$ cat config.mk
export PLATFORM = sky130hd
export DESIGN_NAME = hilo_unit
export DESIGN_NICKNAME = d
export VERILOG_FILES = /design/src/rtl/hilo_unit.sv
export SDC_FILE = /design/constraint.sdc
export NUM_CORES = 2
export LEC_CHECK = 0
export ABC_AREA = 1
export CORE_ASPECT_RATIO = 1.4
export CORE_MARGIN = 4
export CORE_UTILIZATION = 46
export CTS_CLUSTER_SIZE = 28
export DETAILED_ROUTE_END_ITERATION = 8
export PLACE_DENSITY = 0.66
export SLEW_MARGIN = 20
export SYNTH_ARGS = -nofsm -noshare
export SYNTH_HDL_FRONTEND = slang
export SYNTH_SLANG_ARGS = --single-unit
$ cat constraint.sdc
create_clock -name Clk -period 13.7 [get_ports Clk]
set_input_delay 4.11 -clock Clk [delete_from_list [all_inputs] [get_ports Clk]]
set_output_delay 4.11 -clock Clk [all_outputs]
set_load 0.01 [all_outputs]
$ cat src/rtl/hilo_unit.sv
// hilo_unit -- HI/LO multiply/divide unit.
//
// Runs 2*WIDTH-bit multiplies (MULT/MULTU), multiply-accumulate
// (MADD/MSUB) and restoring divides (DIV/DIVU) into a HI/LO register
// pair. HI/LO can also be loaded directly while the unit is idle.
//
// Ports:
//   Clk        rising-edge clock
//   Rst        asynchronous, active-low reset
//   Start      operation request; Op/A/B are sampled with it
//   Op         000 MULT, 001 MULTU, 010 DIV, 011 DIVU, 100 MADD, 101 MSUB
//   A, B       operands (multiplicand/multiplier or dividend/divisor)
//   WrHI, WrLO direct-write enables; WrData is the value written
//   HI, LO     registered results
//   Busy       an operation is in flight
//   Done       one-cycle pulse, HI/LO already show the result
//   DivByZero  one-cycle pulse with Done when a divide had B==0
//   dbg_state  current FSM state (0 IDLE, 1 MUL, 2 DIV)
//
// Handshake: a request is taken at a rising edge where Start==1,
// Busy==0 and Op is not 110/111. Nothing is queued; a Start that is
// not taken at that edge is simply lost. Done may coincide with a new
// accepted Start because Busy is already low in the Done cycle.
module hilo_unit #(
    parameter int WIDTH = 32
) (
    input  logic             Clk,
    input  logic             Rst,
    input  logic             Start,
    input  logic [2:0]       Op,
    input  logic [WIDTH-1:0] A,
    input  logic [WIDTH-1:0] B,
    input  logic             WrHI,
    input  logic             WrLO,
    input  logic [WIDTH-1:0] WrData,
    output logic [WIDTH-1:0] HI,
    output logic [WIDTH-1:0] LO,
    output logic             Busy,
    output logic             Done,
    output logic             DivByZero,
    output logic [1:0]       dbg_state
);

    localparam int CW = $clog2(WIDTH + 1);

    localparam logic [2:0] OP_MULTU = 3'b001;
    localparam logic [2:0] OP_DIV   = 3'b010;
    localparam logic [2:0] OP_MADD  = 3'b100;
    localparam logic [2:0] OP_MSUB  = 3'b101;

    typedef enum logic [1:0] {
        S_IDLE = 2'd0,
        S_MUL  = 2'd1,
        S_DIV  = 2'd2
    } state_t;

    state_t state, state_nxt;

    // Latched request
    logic [2:0]       op_q;
    logic [WIDTH-1:0] a_q;
    logic [WIDTH-1:0] b_q;

    // Divider state: magnitudes, partial remainder, result signs
    logic [WIDTH-1:0] quo;
    logic [WIDTH-1:0] rem;
    logic [WIDTH-1:0] dvsr;
    logic             q_neg;
    logic             r_neg;
    logic             dz_q;
    logic [CW-1:0]    cnt;

    logic op_legal;
    logic is_div_op;
    logic accept;

    // FSM action strobes
    logic mul_wr;
    logic div_iter;
    logic div_wr;
    logic dz_wr;

    assign op_legal  = (Op != 3'b110) && (Op != 3'b111);
    assign is_div_op = (Op[2:1] == 2'b01);
    assign accept    = Start && (state == S_IDLE) && op_legal;

    assign Busy      = (state != S_IDLE);
    assign dbg_state = state;

    // ---------------- FSM ----------------
    always_ff @(posedge Clk or negedge Rst) begin
        if (!Rst) begin
            state <= S_IDLE;
        end else begin
            state <= state_nxt;
        end
    end

    always_comb begin
        state_nxt = state;
        mul_wr    = 1'b0;
        div_iter  = 1'b0;
        div_wr    = 1'b0;
        dz_wr     = 1'b0;
        case (state)
            S_IDLE: begin
                if (accept) begin
                    state_nxt = is_div_op ? S_DIV : S_MUL;
                end
            end
            S_MUL: begin
                mul_wr    = 1'b1;
                state_nxt = S_IDLE;
            end
            S_DIV: begin
                // A zero divisor skips the iterations entirely.
                if (dz_q) begin
                    dz_wr     = 1'b1;
                    state_nxt = S_IDLE;
                end else if (cnt == CW'(WIDTH)) begin
                    div_wr    = 1'b1;
                    state_nxt = S_IDLE;
                end else begin
                    div_iter  = 1'b1;
                end
            end
            default: state_nxt = S_IDLE;
        endcase
    end

    // ---------------- Multiplier ----------------
    // One 2W x 2W multiplier serves signed and unsigned: operands are
    // sign- or zero-extended, and only the low 2W product bits are kept.
    logic             mul_sx;
    logic [2*WIDTH-1:0] ax;
    logic [2*WIDTH-1:0] bx;
    logic [2*WIDTH-1:0] prod;
    logic [2*WIDTH-1:0] mul_res;

    always_comb begin
        mul_sx = (op_q != OP_MULTU);
        ax     = {{WIDTH{mul_sx & a_q[WIDTH-1]}}, a_q};
        bx     = {{WIDTH{mul_sx & b_q[WIDTH-1]}}, b_q};
        prod   = ax * bx;
        case (op_q)
            OP_MADD: mul_res = {HI, LO} + prod;
            OP_MSUB: mul_res = {HI, LO} - prod;
            default: mul_res = prod;
        endcase
    end

    // ---------------- Divider ----------------
    // Restoring step: shift the next dividend bit into the remainder,
    // subtract the divisor if it fits, and shift the outcome into quo.
    logic [WIDTH:0]   rem_sh;
    logic [WIDTH:0]   rem_diff;
    logic             fits;
    logic [WIDTH-1:0] rem_nxt;
    logic [WIDTH-1:0] quo_nxt;
    logic [WIDTH-1:0] quo_fix;
    logic [WIDTH-1:0] rem_fix;

    always_comb begin
        rem_sh   = {rem, quo[WIDTH-1]};
        rem_diff = rem_sh - {1'b0, dvsr};
        fits     = (rem_sh >= {1'b0, dvsr});
        rem_nxt  = fits ? rem_diff[WIDTH-1:0] : rem_sh[WIDTH-1:0];
        quo_nxt  = {quo[WIDTH-2:0], fits};
        // Most-negative / -1: magnitude quotient is 2^(W-1), which reads
        // back as the most-negative value when left unnegated (wrap).
        quo_fix  = q_neg ? (~quo + 1'b1) : quo;
        rem_fix  = r_neg ? (~rem + 1'b1) : rem;
    end

    // ---------------- Datapath registers ----------------
    logic a_neg;
    logic b_neg;

    assign a_neg = (Op == OP_DIV) & A[WIDTH-1];
    assign b_neg = (Op == OP_DIV) & B[WIDTH-1];

    always_ff @(posedge Clk or negedge Rst) begin
        if (!Rst) begin
            HI        <= '0;
            LO        <= '0;
            Done      <= 1'b0;
            DivByZero <= 1'b0;
            op_q      <= '0;
            a_q       <= '0;
            b_q       <= '0;
            quo       <= '0;
            rem       <= '0;
            dvsr      <= '0;
            q_neg     <= 1'b0;
            r_neg     <= 1'b0;
            dz_q      <= 1'b0;
            cnt       <= '0;
        end else begin
            Done      <= 1'b0;
            DivByZero <= 1'b0;

            if (accept) begin
                op_q  <= Op;
                a_q   <= A;
                b_q   <= B;
                quo   <= a_neg ? (~A + 1'b1) : A;
                dvsr  <= b_neg ? (~B + 1'b1) : B;
                rem   <= '0;
                q_neg <= a_neg ^ b_neg;
                r_neg <= a_neg;
                dz_q  <= is_div_op && (B == '0);
                cnt   <= '0;
            end

            if (div_iter) begin
                rem <= rem_nxt;
                quo <= quo_nxt;
                cnt <= cnt + 1'b1;
            end

            if (mul_wr) begin
                {HI, LO} <= mul_res;
                Done     <= 1'b1;
            end

            if (div_wr) begin
                HI   <= rem_fix;
                LO   <= quo_fix;
                Done <= 1'b1;
            end

            if (dz_wr) begin
                Done      <= 1'b1;
                DivByZero <= 1'b1;
            end

            // Direct writes only land on a quiet idle edge.
            if ((state == S_IDLE) && !accept) begin
                if (WrHI) HI <= WrData;
                if (WrLO) LO <= WrData;
            end
        end
    end

endmodule

== After elaboration in Yosys (flattened, before gate mapping) ==
Cells that the tools add are included.

* Add/subtract/negate cells: 8
* $mul: 1
* $lt $le $gt $ge: 1
* Equal/unequal tests: 12
* Multiplexer cells: 38
* Bitwise operators: 9
* Reduce and logical (&&, ||, !) cells: 11

{| class="wikitable"
|+ Operators by type and width
! cell !! number
|-
| 32-bit two-way mux || 17
|-
| 32-bit by 1-bit adder with 32-bit output (second input constant) || 4
|-
| 32-bit NOT || 4
|-
| 64-bit one-hot mux with 2 select lines || 1
|-
| 64-bit adder || 1
|-
| 33-bit by 33-bit multiplier with 64-bit output || 1
|-
| 64-bit subtractor || 1
|-
| 33-bit by 32-bit >= comparator with 1-bit output || 1
|-
| 32-bit logical NOT || 1
|-
| 32-bit subtractor || 1
|-
| 1-bit two-way mux || 13
|-
| 6-bit two-way mux || 2
|-
| 3-bit != test (second input constant) || 3
|-
| 2-bit two-way mux || 4
|-
| 6-bit by 1-bit adder with 6-bit output (second input constant) || 1
|-
| 3-bit equality test (second input constant) || 2
|-
| 6-bit equality test (second input constant) || 1
|-
| 1-bit logical AND || 5
|-
| 1-bit bitwise AND || 4
|-
| 2-bit by 1-bit equality test with 1-bit output (second input constant) || 2
|-
| 2-bit one-hot mux with 2 select lines || 1
|-
| 2-bit nonzero test || 2
|-
| 3-bit by 2-bit equality test with 1-bit output (second input constant) || 1
|-
| 3-bit by 1-bit != test with 1-bit output (second input constant) || 1
|-
| 6 further kinds || 6
|}

* Flip-flop bits (word level): 240
* Bits of input ports: 104
* Output and inout port bits: 69
* Logic and storage cells: 95

== Depth between registers and ports, before layout ==
* Depth after elaboration: 9
* Depth in mapped cells: 58
* Mapped depth without buffers: 56

== Least setup slack after synthesis ==
OpenSTA, ideal clock, no wires.

* Kind: reg2reg
* Start point: reg a_q[31]
* End point: reg HI[26]
* Library setup time: 0.122 ns
* Arrival time: 9.444 ns
* Data required time: 13.578 ns
* Slack: 4.134 ns
* Stages on the path, launching flop included: 47
* Buffers on the path: 2
* Period minus slack after synthesis: 9.566 ns
* Cells stage by stage: dfrtp_1 > clkbuf_1 > clkbuf_1 > nand2_1 > nor2_1 > fa_1 > fa_1 > fa_1 > inv_1 > fa_1 > fa_1 > fa_1 > fa_1 > fa_1 > inv_1 > ha_1 > nand2_1 > nor2_1 > [... 11 more ...] > xor2_1 > inv_1 > ha_1 > nand2_1 > nor2_1 > inv_1 > nor4_1 > nand3_1 > nand3_1 > nand3_1 > o221ai_1 > nand3b_1 > nand3_1 > nand2_1 > nand3_1 > o211ai_1 > nand2_1 > a21oi_1

* Longest elaborated chain between the ends: 8
* Elaborated cells on any way between the ends: 9
* Those cells by class: 2 x add/sub; 1 x mul; 5 x mux; 1 x bitwise

{| class="wikitable"
|+ Ends and longest elaborated chain
! item !! RTL line !! source
|-
| from (decl) || 61 || <nowiki>logic [WIDTH-1:0] a_q;</nowiki>
|-
| from (signal assigned) || 189 || <nowiki>a_q <= '0;</nowiki>
|-
| from (signal assigned) || 204 || <nowiki>a_q <= A;</nowiki>
|-
| 1-bit bitwise AND || 142 || <nowiki>ax = {{WIDTH{mul_sx & a_q[WIDTH-1]}}, a_q};</nowiki>
|-
| 33-bit by 33-bit multiplier with 64-bit output (*) || 144 || <nowiki>prod = ax * bx;</nowiki>
|-
| 64-bit subtractor / 64-bit adder (equally long branches) || 147, 146 ||
|-
| 64-bit one-hot mux with 2 select lines (*) || 145 || <nowiki>case (op_q)</nowiki>
|-
| 32-bit two-way mux (*) || 221 || <nowiki>if (mul_wr) begin</nowiki>
|-
| 32-bit two-way mux (*) || 226 || <nowiki>if (div_wr) begin</nowiki>
|-
| 32-bit two-way mux || 239 || <nowiki>if (WrHI) HI <= WrData;</nowiki>
|-
| 32-bit two-way mux (*) || 238 || <nowiki>if ((state == S_IDLE) && !accept) begin</nowiki>
|-
| to (signal assigned) || 222 || <nowiki>{HI, LO} <= mul_res;</nowiki>
|-
| to (signal assigned) || 227 || <nowiki>HI <= rem_fix;</nowiki>
|-
| to (signal assigned) || 239 ||
|-
| to (decl) || 36 || <nowiki>output logic [WIDTH-1:0] HI,</nowiki>
|}

Every way passes the cells marked *; elsewhere a longest branch is shown, timed or not.
A chain may end at the register's enable or synchronous reset.

== Final worst setup path ==
* Start point: reg b_q[4]
* End point: reg HI[18]

* Longest elaborated chain between the ends: 7
* Elaborated cells on any way between the ends: 8
* Those cells by class: 2 x add/sub; 1 x mul; 5 x mux

{| class="wikitable"
|+ Ends and longest elaborated chain
! item !! RTL line !! source
|-
| from (decl) || 62 || <nowiki>logic [WIDTH-1:0] b_q;</nowiki>
|-
| from (signal assigned) || 190 || <nowiki>b_q <= '0;</nowiki>
|-
| from (signal assigned) || 205 || <nowiki>b_q <= B;</nowiki>
|-
| 33-bit by 33-bit multiplier with 64-bit output (*) || 144 ||
|-
| 64-bit subtractor / 64-bit adder (equally long branches) || 147, 146 ||
|-
| 64-bit one-hot mux with 2 select lines (*) || 145 ||
|-
| 32-bit two-way mux (*) || 221 ||
|-
| 32-bit two-way mux (*) || 226 ||
|-
| 32-bit two-way mux || 239 ||
|-
| 32-bit two-way mux (*) || 238 ||
|}

Marked as above.

==> metrics.txt <==
outcome completed; final non-filler cell total 10.12k; Via density around 5.5; Syn. warnings 0; die width 317.4 um; dominant cell type by area after synthesis fa_1; crit start category flop; die height 441.1 um; Synth top cells by count nand2_1, inv_1, fa_1; Worst-path clk slew 0.07 ns; clock sink count 239; count leader, synth nand2_1; fmax 81.00 MHz; detailed-route via count 55.87k; WL final approximately 240000 um; post-synth top area share 0.3661; drt wl/cell 23.93 um; hold-fix buffer count after cts 0; Initial Utilization 0.4639; Total Routing Usage GR 0.3504; fin nets 9875; largest net degree at the start of global routing around 110; total CTS buffers 29; H-tree levels 1; FF-to-FF path depth 43; synthesized area per cell between 7 and 8 um2; total gr overflow 0; Hold Crit Class flop to flop; Slew headroom 0.1362; final setup violation count 0; Initial DRC Count ~4.8k; data arrival time of the critical path 12.78 ns; vias in the first global route 58.88k; Layout fillers 13.24k; r2r startpoint b_q[4]$_DFFE_PN0P_; flop2flop setup slack 1.35 ns; gate count of the mapped netlist about 8.4k; Worst Setup EP HI[18]$_DFF_PN0_; library cells used by synthesis 66; layout cells sized above 1 0.04226; routability cong. around 1.1; final hold slack 0.4955 ns; DRC 0; Slew Limit Fails 0; std cell rows 158; Core Region 0.1328 mm2; Multi-input gate area ~0.046 mm2; setup TNS 0 ns; postcts setup bufs 0; Crit Reg-Reg Endpoint HI[18]$_DFF_PN0_; Clock Tree Root clkbuf_16; fin crit period 12.35 ns; Crit-path slowest cell dfrtp_1; dpl cells ~10k; RSZ-0062 raised after global routing false; Crit. End Element flop; first-pass GRT wire length approximately 370000 um; EDFF count, synth 0; syn_nets about 10k; fraction of registers with async set/reset 1.000; IO Port Bufs 172; skew final 0.04057 ns; Top FF cell, synth dfrtp_1; drt first pass iters 7; CTS resizes 0; largest cells by area after synthesis fa_1, nand2_1, inv_1, dfrtp_1, ha_1; Clk Latency, worst-skew pair 0.61 ns; CTS tree built; # IOs 173; DP HPWL ~200000 um; final hold vios 0; Max-cap violations 0; CP max FO 16; Worst Setup SP b_q[4]$_DFFE_PN0P_; slowest stage delay, CP 0.97 ns; Post-Syn Area around 0.06 mm2; sequential cell area 0.005982 mm2; Max clock buf depth 3; Worst-Margin Slew between 1 and 1.5 ns; post-route ant nets 0; final period utilization 0.9012; CP Data Required Time ~14 ns; register area share after synthesis 0.09704; register bit count reported by yosys about 240; initial antenna violation count 7; kind of critical path flop to flop; synthesis-to-layout area growth 7.382%; critical path's most frequent cell fa_1; full die area 0.1400 mm2
cells by family (layout without fill, tap and decap cells):
kind of cell / count (synthesis) / count (layout) / share of synthesized area
simple gates: 3135 / 3135 / 0.2079
buf+inv: 2472 / 2447 / 0.1513
fa+ha+maj: 1441 / 1441 / 0.4298
compound gates: 914 / 914 / 0.08725
flops: 239 / 239 / 0.09704
xor+xnor: 177 / 177 / 0.02668
other cells: 0 / 5 / 0
placed cells by master (no fill, tap or decap), types with 22 or more instances in the layout:
cell type and instances:
nand4_1 39, o211ai_1 81, clkdlybuf4s50_1 171, or2_2 44
nor3_1 51, a21oi_1 324, a31oi_1 58, clkbuf_16 29
nand3_1 209, nand2_2 28, o221ai_1 54, nor2_2 22
buf_4 122, xor2_1 120, nor2_1 466, fa_1 1127
dfrtp_1 238, inv_1 2080, xnor2_1 46, nand2_1 2186
ha_1 314, o21ai_0 270, nor4_1 25
through the flow:
step                worst slack [ns]  instance area (um2)    util
finish                         1.354                66180  0.4982
floorplan                      4.134                61630       -
detailed placement             1.533                65050  0.4897
CTS                            1.431                66100  0.4976
global placement               1.553                65050  0.4897
global route                  0.5728                66170  0.4981
registers in the layout (all words and copies together), names as in the netlist, 2 cells and up:
name	cells
cnt	6
quo	32
b_q	32
rem	32
a_q	32
HI	32
dvsr	31
dbg_state	2
LO	32
op_q	3
critical path, delay by kind of cell, from the launching register on:
kind,cells,cell delay (ns)
adders and majority gates,10,5.02
and+or+nand+nor,20,3.67
DFF,1,0.97
AOI/OAI and AO/OA,6,1.34
xor gates and xnor gates,1,0.13
buffers and inverters,6,0.98
layout make-up:
class	instances	area share
Antenna cell	5	0.0001891
Clock buffer	35	0.01176
Sequential cell	239	0.09039
Multi-Input combinational cell	5667	0.7009
Inverter	2095	0.1188
Timing Repair Buffer	298	0.04055
Tap cell	1760	0.03327
Clock inverter	19	0.004103
worst min path at each step:
stage                    startpoint              endpoint  slack, ns  cells past startpoint
2_1_floorplan  dvsr[24]$_DFFE_PN0P_  dvsr[24]$_DFFE_PN0P_       0.45                      2
5_1_grt          quo[9]$_DFFE_PN0P_    quo[9]$_DFFE_PN0P_       0.51                      2
6_report         quo[9]$_DFFE_PN0P_    quo[9]$_DFFE_PN0P_       0.50                      2
3_5_place_dp     quo[9]$_DFFE_PN0P_    quo[9]$_DFFE_PN0P_       0.48                      2
4_1_cts          quo[9]$_DFFE_PN0P_    quo[9]$_DFFE_PN0P_       0.49                      2
3_3_place_gp     quo[9]$_DFFE_PN0P_    quo[9]$_DFFE_PN0P_       0.48                      2
routing by layer:
| metal | part of all wire | wire length [um] | track usage |
|---|---|---|---|
| met5 | 0.00011 | 26 | 0 |
| met4 | 0.098 | 23700 | 0.2647 |
| met3 | 0.076 | 18370 | 0.05702 |
| met2 | 0.48 | 115700 | 0.5935 |
| met1 | 0.35 | 84280 | 0.3958 |
Power is left out: the tool's default activity adds up to more than one toggle a clock period on the data nets, which glitch-free logic cannot reach.
